`src/rtl/adder_cg_pkg.sv`:
```
// ----------------------------------------------------------------------------
// adder_cg_pkg
// Shared types for the clock-gated adder scheduler: FSM state encoding,
// default operand width, in-flight tag layout and a saturating counter helper.
// No ports (package).
// ----------------------------------------------------------------------------
package adder_cg_pkg;

   localparam int DW_DEF = 16;
   // Tag id is sized for the largest supported requester count (8).
   localparam int ID_W   = 3;

   typedef enum logic [1:0] {
      ST_GATED  = 2'd0,
      ST_WAKE   = 2'd1,
      ST_ACTIVE = 2'd2,
      ST_IDLE   = 2'd3
   } state_t;

   typedef struct packed {
      logic            valid;
      logic [ID_W-1:0] id;
   } tag_t;

   // Increment that sticks at all-ones instead of wrapping.
   function automatic logic [31:0] sat_inc32(input logic [31:0] v);
      return (v == 32'hFFFF_FFFF) ? v : (v + 32'd1);
   endfunction

endpackage

```
`src/rtl/adder_cg_scheduler_rr_arbiter.sv`:
```
// ----------------------------------------------------------------------------
// rr_arbiter
// Round-robin arbiter. Priority starts at the pointer; after a grant to i the
// pointer moves to (i+1) mod N, otherwise it holds.
// Ports:
//   clk, reset   rising-edge clock, synchronous active-high reset
//   req [N]      request vector
//   en           grants allowed this cycle
//   grant [N]    one-hot grant (combinational), zero when en=0 or no request
//   grant_id     index of the granted requester (meaningful when |grant)
// ----------------------------------------------------------------------------
module rr_arbiter #(
   parameter  int N  = 2,
   localparam int PW = (N > 1) ? $clog2(N) : 1
) (
   input  logic          clk,
   input  logic          reset,
   input  logic [N-1:0]  req,
   input  logic          en,
   output logic [N-1:0]  grant,
   output logic [PW-1:0] grant_id
);

   logic [PW-1:0] ptr_r;
   logic          hi_hit_s;
   logic [PW-1:0] hi_id_s;
   logic          lo_hit_s;
   logic [PW-1:0] lo_id_s;

   // Lowest requester at/above the pointer wins; else lowest requester overall.
   always_comb begin
      hi_hit_s = 1'b0;
      hi_id_s  = '0;
      lo_hit_s = 1'b0;
      lo_id_s  = '0;
      // Scan downward so the lowest matching index is the one left standing.
      for (int i = N - 1; i >= 0; i--) begin
         hi_hit_s = hi_hit_s | (req[i] & (PW'(i) >= ptr_r));
         hi_id_s  = (req[i] && (PW'(i) >= ptr_r)) ? PW'(i) : hi_id_s;
         lo_hit_s = lo_hit_s | req[i];
         lo_id_s  = req[i] ? PW'(i) : lo_id_s;
      end
      grant_id = hi_hit_s ? hi_id_s : lo_id_s;
      grant    = (en && lo_hit_s) ? (N'(1'b1) << grant_id) : '0;
   end

   // Pointer advances past the granted requester.
   always_ff @(posedge clk) begin
      if (reset) begin
         ptr_r <= '0;
      end else if (|grant) begin
         ptr_r <= (grant_id == PW'(N - 1)) ? '0 : (grant_id + PW'(1));
      end else begin
         ptr_r <= ptr_r;
      end
   end

endmodule

```
`src/rtl/adder_cg_scheduler.sv`:
```
// ----------------------------------------------------------------------------
// adder_cg_scheduler
// Shares one clock-gated adder between N_REQ requesters. Owns the adder clock
// enable: wakes it on demand, lets it settle for WAKE_CYC cycles before the
// first issue, and gates it after IDLE_CYC quiet cycles with nothing in flight.
// Ports:
//   clk, reset              rising-edge clock, synchronous active-high reset
//   req_valid/req_ready     per-requester handshake (ready is one-hot, comb.)
//   req_a, req_b, req_cin   packed operands, requester i at [i*DW +: DW]
//   add_a, add_b, add_cin   registered operands to the adder (hold when idle)
//   add_sum, add_cout       adder result, valid ADD_LAT cycles after operands
//   cg_en                   registered adder clock enable
//   rsp_valid/id/sum/cout   one-cycle result pulse tagged with requester id
//   gated_cnt               saturating count of cycles with cg_en=0
// ----------------------------------------------------------------------------
module adder_cg_scheduler
   import adder_cg_pkg::*;
#(
   parameter  int N_REQ    = 2,
   parameter  int DW       = DW_DEF,
   parameter  int ADD_LAT  = 1,
   parameter  int WAKE_CYC = 2,
   parameter  int IDLE_CYC = 8,
   localparam int IW       = (N_REQ > 1) ? $clog2(N_REQ) : 1
) (
   input  logic                clk,
   input  logic                reset,
   input  logic [N_REQ-1:0]    req_valid,
   input  logic [N_REQ*DW-1:0] req_a,
   input  logic [N_REQ*DW-1:0] req_b,
   input  logic [N_REQ-1:0]    req_cin,
   output logic [N_REQ-1:0]    req_ready,
   output logic [DW-1:0]       add_a,
   output logic [DW-1:0]       add_b,
   output logic                add_cin,
   input  logic [DW-1:0]       add_sum,
   input  logic                add_cout,
   output logic                cg_en,
   output logic                rsp_valid,
   output logic [IW-1:0]       rsp_id,
   output logic [DW-1:0]       rsp_sum,
   output logic                rsp_cout,
   output logic [31:0]         gated_cnt
);

   localparam int          WCW       = (WAKE_CYC > 1) ? $clog2(WAKE_CYC) : 1;
   localparam int          ICW       = $clog2(IDLE_CYC + 1);
   localparam logic [31:0] WAKE_LAST = 32'((WAKE_CYC > 0) ? (WAKE_CYC - 1) : 0);
   localparam logic [31:0] IDLE_LAST = 32'(IDLE_CYC - 1);

   state_t           state_r, state_nxt_s;
   logic [WCW-1:0]   wake_cnt_r, wake_cnt_nxt_s;
   logic [ICW-1:0]   idle_cnt_r, idle_cnt_nxt_s;
   logic             cg_en_r;
   logic [N_REQ-1:0] grant_s;
   logic [IW-1:0]    grant_id_s;
   logic             arb_en_s, fire_s, any_valid_s, in_flight_s;
   logic [DW-1:0]    sel_a_s, sel_b_s;
   logic             sel_cin_s;
   logic [DW-1:0]    add_a_r, add_b_r;
   logic             add_cin_r;
   tag_t             tag_pipe_r [ADD_LAT+1];
   tag_t             tag_last_s;
   logic             rsp_valid_r, rsp_cout_r;
   logic [IW-1:0]    rsp_id_r;
   logic [DW-1:0]    rsp_sum_r;
   logic [31:0]      gated_cnt_r;

   assign arb_en_s    = (state_r == ST_ACTIVE) || (state_r == ST_IDLE);
   assign any_valid_s = |req_valid;
   // A grant is only ever raised on a valid request, so a grant is a transfer.
   assign fire_s      = |grant_s;
   assign tag_last_s  = tag_pipe_r[ADD_LAT];

   rr_arbiter #(.N(N_REQ)) u_arb (
      .clk      (clk),
      .reset    (reset),
      .req      (req_valid),
      .en       (arb_en_s),
      .grant    (grant_s),
      .grant_id (grant_id_s)
   );

   // Operand mux from the one-hot grant, plus the in-flight summary.
   always_comb begin
      sel_a_s     = '0;
      sel_b_s     = '0;
      sel_cin_s   = 1'b0;
      in_flight_s = 1'b0;
      for (int i = 0; i < N_REQ; i++) begin
         sel_a_s   = grant_s[i] ? req_a[i*DW +: DW] : sel_a_s;
         sel_b_s   = grant_s[i] ? req_b[i*DW +: DW] : sel_b_s;
         sel_cin_s = grant_s[i] ? req_cin[i] : sel_cin_s;
      end
      for (int k = 0; k <= ADD_LAT; k++) begin
         in_flight_s = in_flight_s | tag_pipe_r[k].valid;
      end
   end

   // Power FSM next state with wake and idle hold-off counters.
   always_comb begin
      state_nxt_s    = state_r;
      wake_cnt_nxt_s = wake_cnt_r;
      idle_cnt_nxt_s = idle_cnt_r;
      case (state_r)
         ST_GATED: begin
            wake_cnt_nxt_s = '0;
            idle_cnt_nxt_s = '0;
            if (any_valid_s) begin
               state_nxt_s = (WAKE_CYC == 0) ? ST_ACTIVE : ST_WAKE;
            end else begin
               state_nxt_s = ST_GATED;
            end
         end
         ST_WAKE: begin
            if (32'(wake_cnt_r) >= WAKE_LAST) begin
               state_nxt_s    = ST_ACTIVE;
               wake_cnt_nxt_s = '0;
            end else begin
               wake_cnt_nxt_s = wake_cnt_r + WCW'(1);
            end
         end
         ST_ACTIVE: begin
            idle_cnt_nxt_s = '0;
            if (any_valid_s) begin
               state_nxt_s = ST_ACTIVE;
            end else begin
               state_nxt_s = ST_IDLE;
            end
         end
         ST_IDLE: begin
            // Only fully quiet cycles count; the clock never stops under a tag.
            if (fire_s) begin
               state_nxt_s    = ST_ACTIVE;
               idle_cnt_nxt_s = '0;
            end else if (any_valid_s || in_flight_s) begin
               idle_cnt_nxt_s = '0;
            end else if (32'(idle_cnt_r) >= IDLE_LAST) begin
               state_nxt_s    = ST_GATED;
               idle_cnt_nxt_s = '0;
            end else begin
               idle_cnt_nxt_s = idle_cnt_r + ICW'(1);
            end
         end
         default: begin
            state_nxt_s    = ST_GATED;
            wake_cnt_nxt_s = '0;
            idle_cnt_nxt_s = '0;
         end
      endcase
   end

   // FSM state, counters and the registered clock enable.
   always_ff @(posedge clk) begin
      if (reset) begin
         state_r    <= ST_GATED;
         wake_cnt_r <= '0;
         idle_cnt_r <= '0;
         cg_en_r    <= 1'b0;
      end else begin
         state_r    <= state_nxt_s;
         wake_cnt_r <= wake_cnt_nxt_s;
         idle_cnt_r <= idle_cnt_nxt_s;
         cg_en_r    <= (state_nxt_s != ST_GATED);
      end
   end

   // Operand registers load only on a transfer so the adder inputs stay still.
   always_ff @(posedge clk) begin
      if (reset) begin
         add_a_r   <= '0;
         add_b_r   <= '0;
         add_cin_r <= 1'b0;
      end else if (fire_s) begin
         add_a_r   <= sel_a_s;
         add_b_r   <= sel_b_s;
         add_cin_r <= sel_cin_s;
      end else begin
         add_a_r   <= add_a_r;
         add_b_r   <= add_b_r;
         add_cin_r <= add_cin_r;
      end
   end

   // Tag pipe: stage 0 aligns with the operand registers, last stage with add_sum.
   always_ff @(posedge clk) begin
      if (reset) begin
         for (int k = 0; k <= ADD_LAT; k++) begin
            tag_pipe_r[k] <= '0;
         end
      end else begin
         tag_pipe_r[0].valid <= fire_s;
         tag_pipe_r[0].id    <= ID_W'(grant_id_s);
         for (int k = 1; k <= ADD_LAT; k++) begin
            tag_pipe_r[k] <= tag_pipe_r[k-1];
         end
      end
   end

   // Response capture; data holds between pulses.
   always_ff @(posedge clk) begin
      if (reset) begin
         rsp_valid_r <= 1'b0;
         rsp_id_r    <= '0;
         rsp_sum_r   <= '0;
         rsp_cout_r  <= 1'b0;
      end else if (tag_last_s.valid) begin
         rsp_valid_r <= 1'b1;
         rsp_id_r    <= IW'(tag_last_s.id);
         rsp_sum_r   <= add_sum;
         rsp_cout_r  <= add_cout;
      end else begin
         rsp_valid_r <= 1'b0;
         rsp_id_r    <= rsp_id_r;
         rsp_sum_r   <= rsp_sum_r;
         rsp_cout_r  <= rsp_cout_r;
      end
   end

   // Gated-cycle counter.
   always_ff @(posedge clk) begin
      if (reset) begin
         gated_cnt_r <= 32'd0;
      end else if (!cg_en_r) begin
         gated_cnt_r <= sat_inc32(gated_cnt_r);
      end else begin
         gated_cnt_r <= gated_cnt_r;
      end
   end

   assign req_ready = grant_s;
   assign add_a     = add_a_r;
   assign add_b     = add_b_r;
   assign add_cin   = add_cin_r;
   assign cg_en     = cg_en_r;
   assign rsp_valid = rsp_valid_r;
   assign rsp_id    = rsp_id_r;
   assign rsp_sum   = rsp_sum_r;
   assign rsp_cout  = rsp_cout_r;
   assign gated_cnt = gated_cnt_r;

endmodule

```
`config.mk`:
```
export PLATFORM = sky130hd
export DESIGN_NAME = adder_cg_scheduler
export DESIGN_NICKNAME = d
export VERILOG_FILES = /design/src/rtl/adder_cg_pkg.sv /design/src/rtl/adder_cg_scheduler_rr_arbiter.sv /design/src/rtl/adder_cg_scheduler.sv
export SDC_FILE = /design/constraint.sdc
export NUM_CORES = 1
export LEC_CHECK = 0
export BUFFER_PORTS_ARGS = -buffer_cell sky130_fd_sc_hd__buf_2
export CAP_MARGIN = 20
export CORE_MARGIN = 1.5
export CORE_UTILIZATION = 35
export CTS_CLUSTER_SIZE = 24
export DETAILED_ROUTE_END_ITERATION = 10
export HOLD_SLACK_MARGIN = 0.05
export PLACE_DENSITY_LB_ADDON = 0.15
export SETUP_SLACK_MARGIN = 0.05
export SYNTH_ARGS = -nofsm -noshare
export SYNTH_HDL_FRONTEND = slang
export SYNTH_SLANG_ARGS = --single-unit
```
`constraint.sdc`:
```
create_clock -name clk -period 2.7 [get_ports clk]
set_clock_uncertainty 0.05 [all_clocks]
set_input_delay 0.405 -clock clk [delete_from_list [all_inputs] [get_ports clk]]
set_output_delay 0.405 -clock clk [all_outputs]
set_load 0.01 [all_outputs]
```
==> qor.log <==
qor: global_route.gr-usage-all-layers 17.2%
qor: yosys.synthDominantAreaCellType sky130_fd_sc_hd__dfxtp_1
qor: setup_path.reg2reg_to gated_cnt[15]
qor: yosys.synth_edf_count 0
qor: finish.utilization 48.3%
qor: drt.antenna_left 0
qor: yosys.ys.flop_type sky130_fd_sc_hd__dfxtp_1
qor: finish.fill_cells 1058
qor: clock_tree.cts-htree-levels 3
qor: timing.timing.setup.tns 0 ns
qor: setup_path.critical-path-slowest-cell sky130_fd_sc_hd__or4_4
qor: global_route.first_global_vias 3598
qor: worst_hold_path.hold_path_end rsp_sum[13]
qor: power_and_ir_drop.powerDensity 560 nW/um2
qor: clock_tree.clkTransAtPathRegs 0.07 ns
qor: drt.dr_total_vias 3909
qor: setup_path.crit_path_cell_trace ha_1 -> nand3_1 -> or4_4 -> nor3_4 -> buf_4 -> or4_1 -> a21oi_1
qor: die.initial_utilization 36.4%
qor: setup_path.worstSetupEndpointType flop
qor: clock_tree.cts.path.max_buffers 2
qor: die.die_h 110 um
qor: drt.met3WireLength 842 um
qor: clock_tree.cts_inserted_buffers 9
qor: die.pin_count 174
qor: status.run_status complete, no violations
qor: setup_path.reg2regPathDepth 7
qor: finish.synthToLayoutAreaGrowth 32.7%
qor: drt.totalWireLength 10.5 mm
qor: clock_tree.root_buffer sky130_fd_sc_hd__clkbuf_16
qor: clock_tree.postCtsHoldBufs 0
qor: setup_path.critPathMaxFanout 12
qor: worst_hold_path.whs_path_cells 3
qor: yosys.yosys_register_bits 97
qor: setup_path.data_arrival_at_the_endpoint_of_the_critical_path 2.59 ns
qor: timing.final-setup-viol-count 0
qor: yosys.synth_fp_nets 521
qor: power_and_ir_drop.peakVddDrop 256 uV
qor: die.floorplan.die.width 110 um
qor: drt.uppermost_signal_routing_layer_after_detailed_routing met4
qor: drt.met2RoutedLength 4.85 mm
qor: drt.detail_route.wl_per_cell 14.1 um
qor: global_route.initial_antenna_violation_count 0
qor: yosys.post_synth_num_cell_types 46
qor: timing.slew_viol_final 0
qor: clock_tree.clk_latency 0.34 ns
qor: yosys.syn-cell-area 4020 um2
qor: drt.detailed_routing_wirelength_on_met1 4.62 mm
qor: setup_path.critPathMaxStageDelay 0.59 ns
qor: die.placement_rows 38
qor: drt.drc 0
qor: timing.unrepaired_setup_endpoints_after_global_routing false
qor: run.maxcap_viol_count 0
qor: worst_hold_path.hold_start add_sum[13]
qor: finish.drive_gt1_share 36.2%
qor: yosys.yosys.area.top_type_share 48.4%
qor: timing.max_slew.worst_pin.slew 0.502 ns
qor: drt.1st_iter_drt_viols 383
qor: worst_hold_path.timing.hold.worst.class in -> reg
qor: power_and_ir_drop.design_power_total 2980 uW
qor: yosys.count_of_mapped_cells_out_of_synthesis 432
qor: timing.post_route_fraction_of_the_period_consumed_by_the_critical_path 90.3%
qor: clock_tree.cts_post_setup_buffers_inserted 0
qor: yosys.asr_flop_ratio_synth 0%
qor: clock_tree.cts_tree done
qor: setup_path.timing.rr.start gated_cnt[0]
qor: global_route.grt_first_pass_wirelength 16.5 mm
qor: die.fp.dieArea 12100 um2
qor: setup_path.setup.worst_path.class reg -> reg
qor: placement.place_congestion 0.808
qor: global_route.global_route.overflow_total 0
qor: setup_path.worst_setup_path_start_kind flop
qor: clock_tree.ctsResizeCount 0
qor: die.fp.coreArea 11000 um2
qor: clock_tree.number_of_clock_sinks_seen_by_cts 97
qor: yosys.synth.avg_cell_area 9.29 um2
qor: timing.finalHoldViolCount 0
qor: yosys.synth.yosys.seq_area_share 48.4%
qor: setup_path.critPathRequiredTime 2.85 ns
qor: timing.slew_headroom 66.5%
qor: power_and_ir_drop.static-leakage-power 0.00228 uW
qor: global_route.grt_max_degree 60
qor: yosys.yosys_warnings 0
qor: finish.num_antenna_cells 0
qor: placement.place.detailed.hpwl 7.22 mm
qor: timing.period_needed 2.44 ns
qor: finish.fin_nets 685
qor: setup_path.rrSetupSlack 0.26 ns
qor: drt.firstDrtPassIters 6
qor: placement.port_buffer_count 173
qor: drt.vias_per_cell 5.28
qor: timing.clock.fmax 410 MHz
qor: yosys.netlist_top_cells_area sky130_fd_sc_hd__dfxtp_1 48%, sky130_fd_sc_hd__a222oi_1 8.2%, sky130_fd_sc_hd__nor2_1 7.4%
metal layers:
| metal | vias up | global-route usage (%) |
|---|---|---|
| met5 | - | 0 |
| met4 | 0 | 7.05 |
| met3 | 10 | 4.06 |
| met2 | 176 | 28.1 |
| met1 | 1777 | 21.9 |
| li1 | 1946 | - |
flip-flops by register name, summed over array words and instances, names as in the netlist:
register	flops
wake_cnt_r	1
tag_pipe_r	4
gated_cnt	32
u_arb.ptr_r	1
rsp_valid	1
rsp_sum	16
add_b	16
add_a	16
idle_cnt_r	4
rsp_cout	1
cg_en	1
rsp_id	1
state_r	2
add_cin	1
cells in the mapped netlist, drive strengths merged (3+ instances only):
master	number
or2	4
nor3	3
nor4	6
nand2	20
nor2b	9
clkbuf	24
nor2	80
o31ai	13
o21ai	13
mux2i	19
buf	5
and4	3
a222oi	33
nand4	12
or4	13
dfxtp	97
inv	4
a21oi	30
xnor2	3
nand3	10
mux2	5
or3	11
power by group:
group | internal [uW] | switching (uW) | total [uW]
Clock | 737 | 540 | 1280
Combinational | 105 | 117 | 222
Sequential | 1460 | 24.2 | 1480
through the flow:
| stage | setup slack, ns | hold WS [ns] | cell area (um2) | cells |
|---|---|---|---|---|
| 2_1_floorplan | 0.419 | 0.364 | 4020 | 432 |
| 3_3_place_gp | 0.332 | 0.381 | 5030 | 725 |
| 3_5_place_dp | 0.271 | 0.375 | 5030 | 725 |
| 4_1_cts | 0.251 | 0.244 | 5330 | 740 |
| 5_1_grt | 0.0883 | 0.261 | 5330 | 740 |
| 6_report | 0.263 | 0.249 | 5330 | 740 |
placed cells by master (no fill, tap or decap), drive strengths merged, types with 3 or more instances in the layout:
cell / synthesis / final
a21oi: 30 / 30
a222oi: 33 / 33
and4: 3 / 3
buf: 5 / 182
clkbuf: 24 / 10
clkinv: 0 / 3
dfxtp: 97 / 97
inv: 4 / 4
mux2: 5 / 5
mux2i: 19 / 19
nand2: 20 / 20
nand3: 10 / 10
nand4: 12 / 12
nor2: 80 / 80
nor2b: 9 / 9
nor3: 3 / 3
nor4: 6 / 6
o21ai: 13 / 13
o31ai: 13 / 13
or2: 4 / 4
or3: 11 / 11
or4: 13 / 13
xnor2: 3 / 3
final cells by class:
type / count / area (um2) / area share [%]
clock buffers: 10 / 239 / 4.49
clock inverters: 5 / 56.3 / 1.06
inverters: 4 / 15.0 / 0.282
multi-input cells: 302 / 1950 / 36.6
flip-flops and latches: 97 / 1940 / 36.5
well taps: 140 / 175 / 3.29
repair buffers: 182 / 948 / 17.8
logic make-up (layout without fill, tap and decap cells):
family          Yosys count  after routing  share of synthesized area [%]
compound gates           94             94                           17.4
xor+xnor                  4              4                          0.873
fa+ha+maj                 2              2                          0.623
buf+inv                  33            201                           3.52
flops                    97             97                           48.4
mux                      24             24                           6.42
simple gates            178            178                           22.8
worst max-delay path by stage:
stage | startpoint | end | slack, ns
final | gated_cnt[0] | gated_cnt[15] | 0.26
after global routing | gated_cnt[0] | gated_cnt[17] | 0.09
after CTS | gated_cnt[0] | gated_cnt[15] | 0.25
after detailed placement | gated_cnt[0] | gated_cnt[23] | 0.27
after global placement | gated_cnt[0] | gated_cnt[17] | 0.33
after floorplan | gated_cnt[0] | gated_cnt[2] | 0.42
critical path: cells and delay by family, from the launching register on:
kind	cells	cell delay [ns]
buffers and inverters	1	0.23
adders and majority gates	1	0.20
AOI/OAI and AO/OA	1	0.06
and+or+nand+nor	4	1.33
DFF	1	0.43
No activity file was read; power rests on OpenSTA's default activity.
